$ cat src/rtl/wb_pkg.sv
// wb_pkg: opcode constants, FSM state type and decode helpers for the writeback stage.
package wb_pkg;
  localparam logic [5:0] OP3_LD   = 6'b000000;
  localparam logic [5:0] OP3_LDUB = 6'b000001;
  localparam logic [5:0] OP3_LDUH = 6'b000010;
  localparam logic [5:0] OP3_LDD  = 6'b000011;
  localparam logic [5:0] OP3_LDSB = 6'b001001;
  localparam logic [5:0] OP3_LDSH = 6'b001010;
  typedef enum logic {IDLE, BEAT2} wb_state_t;
  function automatic logic is_load_op(input logic [1:0] op, input logic [5:0] op3);
    return op == 2'b11 && (op3 inside {OP3_LD, OP3_LDUB, OP3_LDUH, OP3_LDD, OP3_LDSB, OP3_LDSH});
  endfunction
  function automatic logic is_nop(input logic [1:0] op, input logic [2:0] op2, input logic rd_zero);
    return op == 2'b00 && op2 == 3'b100 && rd_zero;
  endfunction
endpackage

$ cat src/rtl/wb_load_align.sv
// wb_load_align: big-endian load lane select and sign/zero extension; {beat1, beat2} for LDD.
module wb_load_align import wb_pkg::*; #(
  parameter int REGW   = 32,
  parameter int DATA_W = 64
) (
  input  logic [DATA_W-1:0] data,
  input  logic [2:0]        addr_lo,
  input  logic [5:0]        op3,
  output logic [DATA_W-1:0] res
);
  logic [5:0] sh_b, sh_h, sh_w;
  logic [7:0] b;
  logic [15:0] h;
  logic [31:0] w;
  assign sh_b = 6'd56 - {addr_lo, 3'b000};
  assign sh_h = 6'd48 - {addr_lo[2:1], 4'b0000};
  assign sh_w = 6'd32 - {addr_lo[2], 5'b00000};
  assign b = data[sh_b +: 8];
  assign h = data[sh_h +: 16];
  assign w = data[sh_w +: 32];
  always_comb
    res = op3 == OP3_LDSB ? {{REGW{1'b0}}, {(REGW-8){b[7]}}, b} :
          op3 == OP3_LDUB ? {{REGW{1'b0}}, {(REGW-8){1'b0}}, b} :
          op3 == OP3_LDSH ? {{REGW{1'b0}}, {(REGW-16){h[15]}}, h} :
          op3 == OP3_LDUH ? {{REGW{1'b0}}, {(REGW-16){1'b0}}, h} :
          op3 == OP3_LD   ? {{REGW{1'b0}}, w} : data;
endmodule

$ cat src/rtl/wb_stage_seq.sv
// wb_stage_seq: registered writeback stage; splits double writes into two register-file beats.
module wb_stage_seq import wb_pkg::*; #(
  parameter int REGW    = 32,
  parameter int DATA_W  = 64,
  parameter int RADDR_W = 5
) (
  input  logic               clk,
  input  logic               reset,
  input  logic               in_valid,
  output logic               in_ready,
  input  logic [DATA_W-1:0]  in_alures,
  input  logic [DATA_W-1:0]  in_load_data,
  input  logic [2:0]         in_addr_lo,
  input  logic [RADDR_W-1:0] in_regD,
  input  logic [1:0]         in_op,
  input  logic [2:0]         in_op2,
  input  logic [5:0]         in_op3,
  input  logic               in_regWrite,
  input  logic               in_regWriteDouble,
  input  logic               in_Y_write,
  input  logic               in_icc_write,
  input  logic [3:0]         in_icc,
  output logic               reg_en,
  output logic [RADDR_W-1:0] reg_addr,
  output logic [REGW-1:0]    reg_data,
  output logic               Y_en,
  output logic [REGW-1:0]    Y_data,
  output logic               icc_en,
  output logic [3:0]         icc_out
);
  wb_state_t state_q, state_d;
  logic reg_en_q, reg_en_d, y_en_q, y_en_d, icc_en_q, icc_en_d, b2_en_q, b2_en_d;
  logic [RADDR_W-1:0] reg_addr_q, reg_addr_d, b2_addr_q, b2_addr_d, addr1;
  logic [REGW-1:0] reg_data_q, reg_data_d, y_data_q, y_data_d, b2_data_q, b2_data_d;
  logic [3:0] icc_q, icc_d;
  logic [DATA_W-1:0] al_res, res;
  logic ld, dbl, req, act;
  wb_load_align #(.REGW(REGW), .DATA_W(DATA_W)) u_align (
    .data(in_load_data), .addr_lo(in_addr_lo), .op3(in_op3), .res(al_res)
  );
  assign in_ready = state_q == IDLE;
  assign ld = is_load_op(in_op, in_op3);
  assign res = ld ? al_res : in_alures;
  assign dbl = (ld && in_op3 == OP3_LDD) || in_regWriteDouble;
  assign req = in_regWrite || in_regWriteDouble;
  assign act = in_valid && in_ready && !is_nop(in_op, in_op2, in_regD == '0);
  assign addr1 = dbl ? {in_regD[RADDR_W-1:1], 1'b0} : in_regD;
  // Beat 2 replays the captured low half; Y/icc data hold but their enables drop.
  always_comb begin
    state_d = IDLE;
    reg_en_d = 1'b0;
    reg_addr_d = '0;
    reg_data_d = '0;
    y_en_d = 1'b0;
    y_data_d = '0;
    icc_en_d = 1'b0;
    icc_d = '0;
    b2_en_d = 1'b0;
    b2_addr_d = '0;
    b2_data_d = '0;
    if (state_q == BEAT2) begin
      reg_en_d = b2_en_q;
      reg_addr_d = b2_addr_q;
      reg_data_d = b2_data_q;
      y_data_d = y_data_q;
      icc_d = icc_q;
    end else if (act) begin
      state_d = dbl ? BEAT2 : IDLE;
      reg_addr_d = addr1;
      reg_data_d = dbl ? res[DATA_W-1:REGW] : res[REGW-1:0];
      reg_en_d = req && addr1 != '0;
      y_en_d = in_Y_write;
      y_data_d = in_alures[DATA_W-1:REGW];
      icc_en_d = in_icc_write;
      icc_d = in_icc;
      b2_en_d = req && dbl;
      b2_addr_d = {in_regD[RADDR_W-1:1], 1'b1};
      b2_data_d = res[REGW-1:0];
    end
  end
  always_ff @(posedge clk) begin
    if (reset) begin
      state_q <= IDLE;
      reg_en_q <= 1'b0;
      reg_addr_q <= '0;
      reg_data_q <= '0;
      y_en_q <= 1'b0;
      y_data_q <= '0;
      icc_en_q <= 1'b0;
      icc_q <= '0;
      b2_en_q <= 1'b0;
      b2_addr_q <= '0;
      b2_data_q <= '0;
    end else begin
      state_q <= state_d;
      reg_en_q <= reg_en_d;
      reg_addr_q <= reg_addr_d;
      reg_data_q <= reg_data_d;
      y_en_q <= y_en_d;
      y_data_q <= y_data_d;
      icc_en_q <= icc_en_d;
      icc_q <= icc_d;
      b2_en_q <= b2_en_d;
      b2_addr_q <= b2_addr_d;
      b2_data_q <= b2_data_d;
    end
  end
  assign reg_en = reg_en_q;
  assign reg_addr = reg_addr_q;
  assign reg_data = reg_data_q;
  assign Y_en = y_en_q;
  assign Y_data = y_data_q;
  assign icc_en = icc_en_q;
  assign icc_out = icc_q;
endmodule
$ cat config.mk
export PLATFORM = sky130hd
export DESIGN_NAME = wb_stage_seq
export DESIGN_NICKNAME = d
export VERILOG_FILES = /design/src/rtl/wb_pkg.sv /design/src/rtl/wb_load_align.sv /design/src/rtl/wb_stage_seq.sv
export SDC_FILE = /design/constraint.sdc
export NUM_CORES = 1
export LEC_CHECK = 0
export BUFFER_PORTS_ARGS = -buffer_cell sky130_fd_sc_hd__clkbuf_2
export CAP_MARGIN = 20
export CORE_AREA = 5 5 120 122
export DETAILED_ROUTE_END_ITERATION = 10
export DIE_AREA = 0 0 125 127
export PLACE_DENSITY_LB_ADDON = 0.05
export SYNTH_ARGS = -nofsm -noshare
export SYNTH_HDL_FRONTEND = slang
export SYNTH_SLANG_ARGS = --single-unit
export TNS_END_PERCENT = 20
$ cat constraint.sdc
create_clock -name clk -period 2.6 [get_ports clk]
set_input_delay 0.39 -clock clk [delete_from_list [all_inputs] [get_ports clk]]
set_output_delay 0.39 -clock clk [all_outputs]
set_load 0.05 [all_outputs]
==> flow_summary.yaml, run 1 <==
sta:
  tns_ps: 0
  hold_viol_final: 0
  layout_min_cycle_time_ps: 2210
  fin_crit_sh_pct: 85.0
  finalSetupViolCount: 0
  slew_headroom_pct: 60.2
  fin_ws_ps: 390
  worst_pin_slew_ps: 595
  worst_hold_slack_ps: 174
  finalClockSkew_ps: 10.9
  fmax_mhz: 453
  slew_violations: 0
  rsz0062_at_grt: "false"
detailed_routing:
  drt-wirelength-per-cell_um: 21.8
  wl_um: 25400
  vias: 7343
  drc_errors: 0
  drtIter0Drc: 788
  dr.pass1.iters: 5
  drtAntennaViolNets: 0
  vias_per_cell: 6.32
floorplanning:
  core.rowCount: 42
  io_pins: 235
  die-area_um2: 15900
  dieHeight_um: 127
  start_util_pct: 49.3
  fp.coreArea_um2: 13100
  die_w_um: 125
power_and_ir_drop:
  leakage_nw: 3.66
  power_density_nw_per_um2: 615
  total_power_mw: 5.22
  ir_worst_vdd_mv: 0.398
outcome:
  outcome: "completed"
placed_design:
  post_dp_cell_area_um2: 7920
  gp_congestion: 0.950
  preCtsSetupSlack_ps: 16.0
  placed_cells: 1130
  port_buffers: 234
  dp_hpwl_um: 19100
clocking:
  cts-root-buf: "clkbuf_16"
  cts_setup_buffers: 0
  cts_resized: 0
  cts.clk_slew.worst_paths_ps: 50
  clkLatencyLatePin_ps: 430
  clockBufferDepth: 2
  htree_levels: 4
  numCtsBuffers: 17
  cts.sinks: 115
  cts_hold_buf: 0
  cts_tree: "built"
worst_setup_path:
  worstSetupPathType: "in2reg"
  r2r-end: "reg_data[27]$_SDFF_PP0_"
  crit_chain: "clkbuf_2, or3_1, buf_4, a211o_1, buf_4, buf_4, nor3_1, nor2_1"
  rr_worst_depth: 7
  r2r-start: "state_q$_SDFF_PP0_"
  path_max_fanout: 25
  timing.critical_path.buf_inv: 4
  critPathLaunchType: "input port"
  slowest_delay_ps: 480
  crit_top_cell: "buf_4"
  r2r_slack_ps: 750
  required_ps: 2900
  slowest_stage: "or3_1"
  cp.arrival_ps: 2510
  end_kind: "flip-flop"
  crit_family: "buffers and inverters"
global_route:
  grt_pass1_wl_um: 39800
  grt_max_degree: 55
  grt_usage_pct: 31.5
  grt_pass1_vias: 7294
  grt-ovfl-total: 0
  antenna_found_initial: 1
layout:
  postLayoutCoreUtil_pct: 64.9
  regArea_um2: 2300
  multi_input_area_um2: 3830
  fill_cells: 1148
  antennaDiodeCount: 0
  drive_gt1_share_pct: 35.9
  final_area_um2: 8500
  layout.nets: 1131
  fin_cells: 1161
  area_delta_synth_final_pct: 31.6
synth:
  netlist-cell-type-count: 55
  yosys.area.top_type: "dfxtp_1"
  synthFlopType: "dfxtp_1"
  ys_seq_elements: 115
  syn_area_um2: 6460
  postSynthAreaPerCell_um2: 8.53
  synth_top_area_share_pct: 35.7
  synth-edff-count: 0
  seq_area_frac_synth_pct: 35.7
  synth.most_common_cell: "dfxtp_1"
  synth_nets: 915
  synthCells: 757
  yosys-top-cells-area: "dfxtp_1 36%, mux4_2 7.3%, o21ai_0 5.7%"
  async_flop_share_pct: 0
  synth_common_cells: "115 x dfxtp_1, 73 x o21ai_0, 65 x nor2_1"
  yosysWarningCount: 0
min_path:
  min_path_cells: 2
  whs_endpoint: "icc_en$_SDFF_PP0_"
  hp-start: "in_icc_write"
  hold_path.class: "in2reg"
run:
  max_cap_viol_count: 0
-- where the power goes --
group / total [mW] / internal [mW] / switching, mW
combinational: 1.03 / 0.365 / 0.666
clock: 2.31 / 1.48 / 0.831
sequential: 1.88 / 1.85 / 0.0305
total: 5.22 / 3.69 / 1.53
-- state kept, by name, indices dropped and copies added (netlist names) --
| signal | flops |
|---|---|
| Y_data | 32 |
| b2_data_q | 32 |
| reg_data | 32 |
| b2_addr_q | 5 |
| reg_addr | 5 |
| icc_out | 4 |
| Y_en | 1 |
| b2_en_q | 1 |
| icc_en | 1 |
| reg_en | 1 |
| state_q | 1 |
-- placed cells by master, fill, tap and decap left out, types with 23 or more instances in the layout --
cell,synthesis,final
nor3_1,56,54
o31ai_1,23,23
nand2_1,49,49
nor2_1,65,64
clkbuf_2,0,234
buf_4,6,37
nand3_1,26,26
dfxtp_1,115,115
a22o_1,36,36
a31oi_1,24,24
a221oi_1,25,25
o21ai_0,73,73
a21oi_1,37,37
-- worst max-delay path by stage --
stage,end,from,cells after the start,slack (ps)
after floorplan,reg_data[6]$_SDFF_PP0_,in_op3[5],8,490
after global placement,b2_data_q[31]$_SDFF_PP0_,in_op3[5],8,160
after detailed placement,b2_data_q[16]$_SDFF_PP0_,in_op3[5],8,20
after CTS,b2_data_q[16]$_SDFF_PP0_,in_op3[5],8,460
after global routing,b2_data_q[16]$_SDFF_PP0_,in_op3[5],8,300
final,b2_data_q[16]$_SDFF_PP0_,in_op3[5],8,390
-- worst register-to-register path: stages (launching register included) --
cell and delay (ps):
dfxtp_1 320, inv_1 150, nand3_1 100, a41o_1 230
inv_2 340, buf_12 260, o21ai_0 140, o31ai_1 220
-- cell type report --
type	instances	share of cell area [%]
clock buffer	23	5.63
clock inverter	8	1.21
inverter	4	0.177
multi-input combinational	559	45.1
sequential	115	27.1
tap	176	2.59
timing repair buffer	276	18.2
-- kinds of logic after synthesis --
group,Yosys count,synth area share (%)
AO/OA/AOI/OAI,300,32.8
XOR/XNOR,1,0.136
buffers and inverters,83,5.70
flip-flops,115,35.7
multiplexers,36,9.86
AND/OR/NAND/NOR,222,15.8
-- routing by layer --
layer | track usage, % | vias to the layer above | wire length, µm
li1 | - | 3335 | -
met1 | 41.7 | 3496 | 10700
met2 | 49.2 | 442 | 11400
met3 | 7.51 | 68 | 2350
met4 | 14.0 | 2 | 886
met5 | 0 | - | 12
Note: power is estimated with default switching activity, not from simulation.
==> run 2: changes to the inputs <==
ABC_AREA = 1   (was not set)
CORE_AREA = 5 5 131 133   (was 5 5 120 122)
DIE_AREA = 0 0 136 138   (was 0 0 125 127)
clock period = 2 ns   (was 2.6 ns; I/O delays follow)
==> run 2 against run 1 <==
First-iteration DRC count fell by 34%. Flip-flop and latch count did not move. Clock power rose by 35%. Critical path type is now reg2reg. Critical endpoint is now reg_data[21]$_SDFF_PP0_.
==> flow_summary.yaml, run 2 <==
min_path:
  hp-start: "in_Y_write"
  hold_path.class: "in2reg"
  whs_endpoint: "Y_en$_SDFF_PP0_"
  min_path_cells: 3
synth:
  synth-adder-area-share_pct: 0
  synth-compound-area-share_pct: 15.7
  yosys.area.top_type: "dfxtp_1"
  synth_xor_area_share_pct: 0
  yosysWarningCount: 0
  yosys.area_share.simple_pct: 40.5
  synthCells: 1197
  synthFlopType: "dfxtp_1"
  synth_common_cells: "467 x nand2_1, 115 x dfxtp_1, 96 x nand3_1"
  async_flop_share_pct: 0
  postSynthAreaPerCell_um2: 6.06
  synth.most_common_cell: "nand2_1"
  seq_area_frac_synth_pct: 31.7
  netlist-cell-type-count: 36
  yosys-top-cells-area: "dfxtp_1 32%, nand2_1 24%, nand3_1 6.6%"
  ys_seq_elements: 115
  synthMuxAreaShare_pct: 0
  synth_top_area_share_pct: 31.7
  synth-edff-count: 0
  syn_area_um2: 7250
  synth_top_family_by_area: "simple AND/OR/NAND/NOR gates"
  synth_nets: 1355
worst_setup_path:
  required_ps: 2360
  slowest_delay_ps: 420
  crit_top_cell: "nand2_1"
  crit_family: "buffers and inverters"
  r2r-end: "reg_data[21]$_SDFF_PP0_"
  timing.critical_path.buf_inv: 3
  critPathLaunchType: "flip-flop"
  path_max_fanout: 27
  r2r_slack_ps: 460
  worst-path-stages: 9
  end_kind: "flip-flop"
  slowest_stage: "inv_2"
  worstSetupPathType: "reg2reg"
  rr_worst_depth: 9
  crit_chain: "inv_1, nand2_1, nor2_2, nand2_2, inv_2, nand2_1, clkinv_1, nand2_1, nand2_1"
  cp.arrival_ps: 1900
  r2r-start: "state_q$_SDFF_PP0_"
global_route:
  grt-ovfl-total: 0
  grt_pass1_wl_um: 41700
  grt_pass1_vias: 7788
  antenna_found_initial: 1
  grt_max_degree: 64
  grt_usage_pct: 27.9
layout:
  layout.nets: 1571
  layout_common_cells: "466 x nand2_1, 234 x clkbuf_2, 115 x dfxtp_1, 96 x nand3_1, 90 x inv_1"
  antennaDiodeCount: 0
  area_delta_synth_final_pct: 27.9
  mostFrequentLayoutCell: "nand2_1"
  fin_cells: 1642
  drive_gt1_share_pct: 24.5
  final_area_um2: 9280
  fill_cells: 1663
  postLayoutCoreUtil_pct: 59.1
clocking:
  htree_levels: 4
  cts_setup_buffers: 0
  clkLatencyLatePin_ps: 430
  clockBufferDepth: 2
  cts-root-buf: "clkbuf_16"
  cts.sinks: 115
  cts.clk_slew.worst_paths_ps: 60
  cts_resized: 0
  cts_tree: "built"
  cts_hold_buf: 0
  numCtsBuffers: 17
floorplanning:
  start_util_pct: 46.2
  dieHeight_um: 138
  die-area_um2: 18800
  core.rowCount: 46
  die_w_um: 136
  io_pins: 235
  fp.coreArea_um2: 15700
detailed_routing:
  drtAntennaViolNets: 0
  drt-wirelength-per-cell_um: 16.2
  vias: 8304
  wl_um: 26600
  vias_per_cell: 5.06
  drc_errors: 0
  dr.pass1.iters: 5
  drtIter0Drc: 523
power_and_ir_drop:
  ir_worst_vdd_mv: 0.655
  power_density_nw_per_um2: 747
  total_power_mw: 6.93
  leakage_nw: 5.14
sta:
  tns_ps: 0
  finalClockSkew_ps: 8.74
  worst_pin_slew_ps: 547
  layout_min_cycle_time_ps: 1540
  slew_headroom_pct: 63.5
  fin_ws_ps: 457
  finalSetupViolCount: 0
  hold_viol_final: 0
  fmax_mhz: 648
  fin_crit_sh_pct: 77.1
  worst_hold_slack_ps: 66.0
  rsz0062_at_grt: "false"
  slew_violations: 0
outcome:
  outcome: "completed"
placed_design:
  port_buffers: 234
  preCtsSetupSlack_ps: 95.0
  placed_cells: 1610
  post_dp_cell_area_um2: 8690
  dp_hpwl_um: 19600
  gp_congestion: 0.956
run:
  max_cap_viol_count: 0
## run 2: changes by cell type in the layout (fill, tap and decap cells not counted), sizes merged, moves of 29 or more
cell	previous run	this run
nor3	56	2
a21oi	37	81
nand2	50	471
inv	4	109
nand3	26	102
or2	2	31
## run 2: per-layer routing
layer	GRT usage [%]	wire [µm]
met5	0	11
met4	10.2	789
met3	5.81	1910
met2	47.2	12900
met1	34.9	11000
## run 2: worst register-to-register path: stages (launching register included)
cell	delay [ps]
dfxtp_1	300
inv_1	120
nand2_1	80
nor2_2	150
nand2_2	120
inv_2	420
nand2_1	140
clkinv_1	60
nand2_1	40
nand2_1	40
## run 2: worst max-delay path by stage
stage,end,start,slack [ps]
after floorplan,reg_data[22]$_SDFF_PP0_,state_q$_SDFF_PP0_,260
final,reg_data[21]$_SDFF_PP0_,state_q$_SDFF_PP0_,460
after global routing,reg_data[21]$_SDFF_PP0_,state_q$_SDFF_PP0_,300
after detailed placement,reg_data[21]$_SDFF_PP0_,in_op3[2],100
after global placement,reg_data[21]$_SDFF_PP0_,in_op3[2],110
after CTS,reg_data[21]$_SDFF_PP0_,state_q$_SDFF_PP0_,450
## run 2: kinds of logic (layout without fill, tap and decap cells)
kind of cell / after synthesis / in the layout
AO/OA/AOI/OAI: 198 / 198
AND/OR/NAND/NOR: 697 / 697
flip-flops: 115 / 115
buffers and inverters: 187 / 416
## run 2: power by group
part | total [mW] | switching (mW) | internal [mW] | leakage (nW)
Clock | 3.11 | 1.29 | 1.82 | 0.290
Sequential | 2.44 | 0.0366 | 2.40 | 0.944
Combinational | 1.38 | 0.935 | 0.448 | 3.90
Total | 6.93 | 2.26 | 4.67 | 5.14
## run 2: layout make-up
cell class | count | area (µm²) | area share [%]
Inverter | 109 | 412 | 4.44
Timing Repair Buffer | 275 | 1620 | 17.4
Tap cell | 216 | 270 | 2.91
Clock inverter | 13 | 139 | 1.50
Sequential cell | 115 | 2300 | 24.8
Multi-Input combinational cell | 895 | 4090 | 44.0
Clock buffer | 19 | 453 | 4.88
